`src/rtl/poco_mc_if.sv`:
```
// rtl/poco_mc_if.sv - instruction and data bus bundle between the poco_mc core and memory
interface poco_mc_if #(
  parameter int DATA_W = 16
);
  logic [DATA_W-1:0] iaddr;
  logic              ireq;
  logic              iack;
  logic [15:0]       idatain;
  logic [DATA_W-1:0] daddr;
  logic [DATA_W-1:0] ddataout;
  logic              dreq;
  logic              dwe;
  logic              dack;
  logic [DATA_W-1:0] ddatain;

  modport master (
    output iaddr, ireq, daddr, ddataout, dreq, dwe,
    input  iack, idatain, dack, ddatain
  );

  modport slave (
    input  iaddr, ireq, daddr, ddataout, dreq, dwe,
    output iack, idatain, dack, ddatain
  );
endinterface

```
`src/rtl/poco_mc.sv`:
```
// rtl/poco_mc.sv - POCO_MC multi-cycle core (FETCH/EXEC/MEM); define POCO_MC_JAL_EN to add JAL/JALR
module poco_mc #(
  parameter int DATA_W   = 16,
  parameter int RF_DEPTH = 8
) (
  input  logic      clk,
  input  logic      rst,
  poco_mc_if.master bus,
  output logic      retire
);

  typedef enum logic [1:0] {FETCH, EXEC, MEM} state_t;
  state_t state, state_nx;

  logic [DATA_W-1:0] pc;
  logic [DATA_W-1:0] pc_exec;
  logic [15:0]       ir;
  logic              ireq_q;
  logic              dreq_q;
  logic              dwe_q;
  logic [DATA_W-1:0] daddr_q;
  logic [DATA_W-1:0] ddataout_q;
  logic [DATA_W-1:0] rf [8];

  logic [4:0]        opcode;
  logic [4:0]        func;
  logic [2:0]        rd_idx;
  logic [2:0]        rs_idx;
  logic [DATA_W-1:0] a;
  logic [DATA_W-1:0] b;
  logic [DATA_W-1:0] sext_imm;
  logic [DATA_W-1:0] zext_imm;
  logic [DATA_W-1:0] hi_imm;
  logic [DATA_W-1:0] sext_off;
  logic [DATA_W-1:0] alu_y;
  logic              wb_en;
  logic [2:0]        wb_idx;
  logic [DATA_W-1:0] wb_data;
  logic              mem_go;
  logic              mem_we;

  assign opcode   = ir[15:11];
  assign rd_idx   = ir[10:8];
  assign rs_idx   = ir[7:5];
  assign func     = ir[4:0];
  assign sext_imm = {{(DATA_W-8){ir[7]}}, ir[7:0]};
  assign zext_imm = DATA_W'(ir[7:0]);
  assign hi_imm   = DATA_W'({ir[7:0], 8'h00});
  assign sext_off = {{(DATA_W-11){ir[10]}}, ir[10:0]};

  // Registers beyond RF_DEPTH do not exist and read as zero
  assign a = (int'(rd_idx) < RF_DEPTH) ? rf[rd_idx] : '0;
  assign b = (int'(rs_idx) < RF_DEPTH) ? rf[rs_idx] : '0;

  assign bus.iaddr    = pc;
  assign bus.ireq     = ireq_q;
  assign bus.daddr    = daddr_q;
  assign bus.ddataout = ddataout_q;
  assign bus.dreq     = dreq_q;
  assign bus.dwe      = dwe_q;

  // Register-register ALU; the reserved select behaves as a move
  always_comb begin
    alu_y = b;
    case (func[2:0])
      3'b010:  alu_y = a | b;
      3'b011:  alu_y = a & b;
      3'b100:  alu_y = a << 1;
      3'b101:  alu_y = a >> 1;
      3'b110:  alu_y = a + b;
      3'b111:  alu_y = a - b;
      default: alu_y = b;
    endcase
  end

  // State register
  always_ff @(posedge clk) begin
    if (rst) state <= FETCH;
    else     state <= state_nx;
  end

  // Next state, decode, register write-back and next pc; pc is already incremented in EXEC
  always_comb begin
    state_nx = state;
    wb_en    = 1'b0;
    wb_idx   = rd_idx;
    wb_data  = '0;
    pc_exec  = pc;
    mem_go   = 1'b0;
    mem_we   = 1'b0;
    case (state)
      FETCH: begin
        if (bus.iack) state_nx = EXEC;
      end
      EXEC: begin
        state_nx = FETCH;
        case (opcode)
          5'b00000: begin
            if (func[4:3] == 2'b00) begin
              wb_en   = 1'b1;
              wb_data = alu_y;
            end else if (func == 5'b01000 || func == 5'b01001) begin
              mem_go   = 1'b1;
              mem_we   = ~func[0];
              state_nx = MEM;
            end else if (func == 5'b01100) begin
              pc_exec = a;
`ifdef POCO_MC_JAL_EN
            end else if (func == 5'b11000) begin
              pc_exec = a;
              wb_en   = 1'b1;
              wb_idx  = 3'd7;
              wb_data = pc;
`endif
            end
          end
          5'b01000: begin wb_en = 1'b1; wb_data = sext_imm; end
          5'b01001: begin wb_en = 1'b1; wb_data = zext_imm; end
          5'b01010: begin wb_en = 1'b1; wb_data = hi_imm; end
          5'b01100: begin wb_en = 1'b1; wb_data = a + sext_imm; end
          5'b01101: begin wb_en = 1'b1; wb_data = a + zext_imm; end
          5'b10000: if (a == '0) pc_exec = pc + sext_imm;
          5'b10001: if (a != '0) pc_exec = pc + sext_imm;
          5'b10101: pc_exec = pc + sext_off;
`ifdef POCO_MC_JAL_EN
          5'b10110: begin
            pc_exec = pc + sext_off;
            wb_en   = 1'b1;
            wb_idx  = 3'd7;
            wb_data = pc;
          end
`endif
          default: ;
        endcase
      end
      MEM: begin
        if (bus.dack) begin
          state_nx = FETCH;
          wb_en    = ~dwe_q;
          wb_data  = bus.ddatain;
        end
      end
      default: state_nx = FETCH;
    endcase
  end

  // pc, instruction register and registered bus outputs; reset overrides any handshake in flight
  always_ff @(posedge clk) begin
    if (rst) begin
      pc         <= '0;
      ir         <= '0;
      ireq_q     <= 1'b1;
      dreq_q     <= 1'b0;
      dwe_q      <= 1'b0;
      daddr_q    <= '0;
      ddataout_q <= '0;
      retire     <= 1'b0;
    end else begin
      retire <= 1'b0;
      case (state)
        FETCH: begin
          if (bus.iack) begin
            ir     <= bus.idatain;
            pc     <= pc + DATA_W'(1);
            ireq_q <= 1'b0;
          end
        end
        EXEC: begin
          pc <= pc_exec;
          if (mem_go) begin
            daddr_q    <= b;
            ddataout_q <= a;
            dwe_q      <= mem_we;
            dreq_q     <= 1'b1;
          end else begin
            retire <= 1'b1;
            ireq_q <= 1'b1;
          end
        end
        MEM: begin
          if (bus.dack) begin
            dreq_q <= 1'b0;
            dwe_q  <= 1'b0;
            retire <= 1'b1;
            ireq_q <= 1'b1;
          end
        end
        default: ;
      endcase
    end
  end

  // Register file write port; contents survive reset, but a reset edge cancels the write
  always_ff @(posedge clk) begin
    if (!rst && wb_en && int'(wb_idx) < RF_DEPTH) rf[wb_idx] <= wb_data;
  end

endmodule

```
`src/flat_wrapper.sv`:
```
// flat-port wrapper written by rule: the top's interface ports become plain ports
module poco_mc_flat 
#(
  parameter int DATA_W   = 16,
  parameter int RF_DEPTH = 8
)
  (clk, rst, retire, bus_iaddr, bus_ireq, bus_daddr, bus_ddataout, bus_dreq, bus_dwe, bus_iack, bus_idatain, bus_dack, bus_ddatain);
  poco_mc_if #(.DATA_W(DATA_W)) bus_i ();
  input  logic clk;
  input  logic rst;
  output logic retire;
  output wire logic [$bits(bus_i.iaddr)-1:0] bus_iaddr;
  output wire logic [$bits(bus_i.ireq)-1:0] bus_ireq;
  output wire logic [$bits(bus_i.daddr)-1:0] bus_daddr;
  output wire logic [$bits(bus_i.ddataout)-1:0] bus_ddataout;
  output wire logic [$bits(bus_i.dreq)-1:0] bus_dreq;
  output wire logic [$bits(bus_i.dwe)-1:0] bus_dwe;
  input wire logic [$bits(bus_i.iack)-1:0] bus_iack;
  input wire logic [$bits(bus_i.idatain)-1:0] bus_idatain;
  input wire logic [$bits(bus_i.dack)-1:0] bus_dack;
  input wire logic [$bits(bus_i.ddatain)-1:0] bus_ddatain;
  assign bus_iaddr = bus_i.iaddr;
  assign bus_ireq = bus_i.ireq;
  assign bus_daddr = bus_i.daddr;
  assign bus_ddataout = bus_i.ddataout;
  assign bus_dreq = bus_i.dreq;
  assign bus_dwe = bus_i.dwe;
  assign bus_i.iack = bus_iack;
  assign bus_i.idatain = bus_idatain;
  assign bus_i.dack = bus_dack;
  assign bus_i.ddatain = bus_ddatain;
  poco_mc #(.DATA_W(DATA_W), .RF_DEPTH(RF_DEPTH)) u_core (.clk(clk), .rst(rst), .bus(bus_i), .retire(retire));
endmodule
```
`config.mk`:
```
export PLATFORM = sky130hd
export DESIGN_NAME = poco_mc_flat
export DESIGN_NICKNAME = d
export VERILOG_FILES = /design/src/rtl/poco_mc_if.sv /design/src/rtl/poco_mc.sv /design/src/flat_wrapper.sv
export SDC_FILE = /design/constraint.sdc
export NUM_CORES = 1
export LEC_CHECK = 0
export ABC_AREA = 1
export BUFFER_PORTS_ARGS = -buffer_cell sky130_fd_sc_hd__buf_2
export CAP_MARGIN = 20
export CORE_MARGIN = 3
export CORE_UTILIZATION = 25
export CTS_BUF_LIST = sky130_fd_sc_hd__clkbuf_2 sky130_fd_sc_hd__clkbuf_4 sky130_fd_sc_hd__clkbuf_8
export DETAILED_ROUTE_END_ITERATION = 8
export PLACE_DENSITY = 0.44
export REMOVE_ABC_BUFFERS = 1
export SYNTH_ARGS = -nofsm -noshare
export SYNTH_HDL_FRONTEND = slang
export SYNTH_SLANG_ARGS = --single-unit
```
`constraint.sdc`:
```
create_clock -name clk -period 4.4 [get_ports clk]
set_input_delay 0.22 -clock clk [delete_from_list [all_inputs] [get_ports clk]]
set_output_delay 0.22 -clock clk [all_outputs]
set_load 0.05 [all_outputs]
```
==> flow_metrics.tcl <==
set metrics [dict create \
    setup_slack_ns 0.325 \
    synth_area_leader_cell "edfxtp_1" \
    insertion_delay_ns 0.63 \
    vias 13291 \
    ys_seq_area_frac 0.398 \
    hp-class "in2reg" \
    synth_adder_area_share 0.0546 \
    synth_top_family_by_area "simple AND/OR/NAND/NOR gates" \
    final-hold-violation-count 0 \
    synth_ff_type "edfxtp_1" \
    h-tree-depth 2 \
    portBuffers 87 \
    drive_above_1_share 0.168 \
    synth-xor-area-share 0.0182 \
    hpwl_microns 39600 \
    vias_per_cell 4.92 \
    tritoncts "done" \
    synthSimpleGateAreaFrac 0.215 \
    outcome "finished, final reports clean" \
    routed_wl_microns 54400 \
    cp-end-kind "flop" \
    syn_inst 1808 \
    nFillCells 5799 \
    pwr_density_cell_nw_per_um2 420 \
    pwr-share-seq 0.316 \
    cts_inserted_buffers 40 \
    ioPinCount 88 \
    fin_worst_skew_ns 0.0455 \
    p_leak_nw 7.18 \
    ff_latch_area_sq_um 5370 \
    die_h_microns 238 \
    final.setup.tns_ns 0 \
    drc 0 \
    placed_area_sq_um 15100 \
    wire_per_inst_microns 20.1 \
    vdd_drop_max_mv 0.155 \
    grt_max_degree 65 \
    firstDrtPassIters 5 \
    setup_violations 0 \
    root_buffer "clkbuf_8" \
    synth_top_area_frac 0.285 \
    total_power_w 0.00687 \
    dieArea_sq_um 56700 \
    tightest_slew_ns 1.21 \
    syn_area_per_cell_sq_um 7.46 \
    pre_cts_ws_ns 0.0532 \
    power_frac_comb 0.360 \
    fin_nets 2077 \
    core_sq_um 53000 \
    relSlewSlack 0.191 \
    min_from "bus_idatain[8]" \
    mostFrequentLayoutCells "nand2_1, a21oi_1, inv_1" \
    power.switching_w 0.00264 \
    yosys-top-cells-area "edfxtp_1, nand2_1, dfxtp_1, a21oi_1, o21ai_0" \
    cp-start-kind "flop" \
    rows 84 \
    clock_path_buffers 3 \
    p_clk_frac 0.324 \
    multi_input_area_sq_um 6910 \
    rsz0062_at_grt "true" \
    grt_pass1_vias 12879 \
    slew_viol_final 0 \
    initial_core_util 0.254 \
    synth_edf_count 128 \
    path_max_fanout 16 \
    grt_pass1_wl_microns 80900 \
    synth_cell_types 55 \
    drtIter0Drc 1115 \
    switching_share 0.384 \
    cts.sinks 204 \
    stdcell_area_sq_um 16400 \
    grt_antenna_before_repair 1 \
    die_w_microns 238 \
    crit_required_ns 4.74 \
    period_minus_slack_ns 4.07 \
    grt.overflow.total 0 \
    ys_async_sr_fraction 0 \
    fmax_ghz 0.245 \
    worstPathArrival_ns 4.42 \
    syn2layout_area_growth_pct 21.4 \
    yosys-mux-area-fraction 0 \
    grt_usage 0.189 \
    layout_commonest_cell "nand2_1" \
    syn_area_sq_um 13500 \
    ant_nets 0 \
    gp_congestion 0.904 \
    synth_seq_cells 204 \
    period_share 0.926 \
    synth_compound_area_frac 0.215 \
    yosysWarningCount 0 \
    drv_cap 0 \
    worstSetupPathType "reg2reg" \
    clk_pin_slew_ns 0.06 \
    internal-power_w 0.00423 \
]
-- area by class of cell --
class | count | share of cell area
multi-input cells | 1300 | 0.422
flip-flops and latches | 204 | 0.328
repair buffers | 206 | 0.0884
inverters | 232 | 0.0537
well taps | 688 | 0.0526
clock buffers | 50 | 0.0386
clock inverters | 21 | 0.0164
diodes | 1 | 0.000153
-- power by group through the flow --
| stage | registers, W | logic [W] | clock network [W] |
|---|---|---|---|
| global placement | 0.00221 | 0.00240 | 0 |
| floorplan | 0.00235 | 0.00132 | 0 |
| CTS | 0.00217 | 0.00241 | 0.00231 |
| finish | 0.00217 | 0.00247 | 0.00223 |
| global route | 0.00218 | 0.00274 | 0.00237 |
| detailed placement | 0.00221 | 0.00239 | 0 |
-- per-stage QoR --
step                cells  hold WS (ns)  utilization
global route         2702        0.0583        0.309
global placement     2611         0.458        0.286
floorplan            1736         0.289            -
finish               2702        0.0668        0.309
CTS                  2696        0.0362        0.306
detailed placement   2611         0.462        0.286
-- critical path, stage by stage, from the launching register on --
cell	delay, ns
dfxtp_2	0.50
buf_4	0.28
buf_4	0.20
o211ai_2	0.10
nand3_2	0.10
nand2_4	0.07
inv_1	0.16
ha_1	0.30
a21oi_1	0.19
nand2_1	0.10
nand2_1	0.07
nand2_1	0.09
a21boi_0	0.28
o21ai_0	0.28
a21oi_1	0.19
o21ai_0	0.08
o21ai_0	0.10
inv_1	0.08
nand3_1	0.10
nand2_1	0.14
a21oi_2	0.39
-- sequential cells by signal, indices dropped and copies added (netlist names), named ones only --
register             count
u_core.rf              128
u_core.bus.daddr        16
u_core.bus.ddataout     16
u_core.bus.iaddr        16
u_core.ir               16
u_core.state             2
u_core.bus.dreq          1
u_core.bus.dwe           1
u_core.bus.ireq          1
u_core.retire            1
-- path summary, 6_finish.rpt --
kind,slack (ns),to,depth (start not counted)
hold reg to reg,0.46,u_core.bus.dreq$_SDFFE_PP0P_,2
hold / removal,0.07,flop,3
setup reg to reg,0.33,u_core.rf[0][11]$_DFFE_PP_,20
setup / recovery,0.33,u_core.rf[0][11]$_DFFE_PP_,20
-- Yosys cell counts, drive strengths merged, types with 4 or more instances --
cell type and count:
buf 47, xor2 19, dfxtp 76, a21oi 228, nor2 97, o21a 4
xnor2 9, or2 7, nor3 17, o21ai 215, o211ai 24, o221ai 6
nand3 123, o21bai 4, inv 227, nand2 428, o22ai 12, a31oi 10
a211oi 4, edfxtp 128, nand4 10, clkinv 5, clkbuf 25, ha 54
a221oi 10
-- logic make-up after synthesis --
| logic type | Yosys count |
|---|---|
| xor gates and xnor gates | 28 |
| adders and majority gates | 57 |
| buffers and inverters | 304 |
| AOI/OAI and AO/OA | 528 |
| and+or+nand+nor | 687 |
| DFF | 204 |
-- per-layer routing --
metal  part of all wire  up-vias  track usage
li1                   -     6506            -
met1               0.46     6307        0.257
met2               0.45      388        0.304
met3              0.051       90       0.0290
met4              0.034        0       0.0691
met5                  0        -            0
-- repair_timing --
action | CTS | global route
pin swaps | 0 | 12
setup endpoints to repair | 8 | 80
endpoints found under the hold margin | 20 | 0
gates resized for setup | 2 | 36
buffers inserted | 0 | 4
hold buffers | 14 | 0
cloned | 0 | 1
Note: power is estimated with default switching activity, not from simulation.
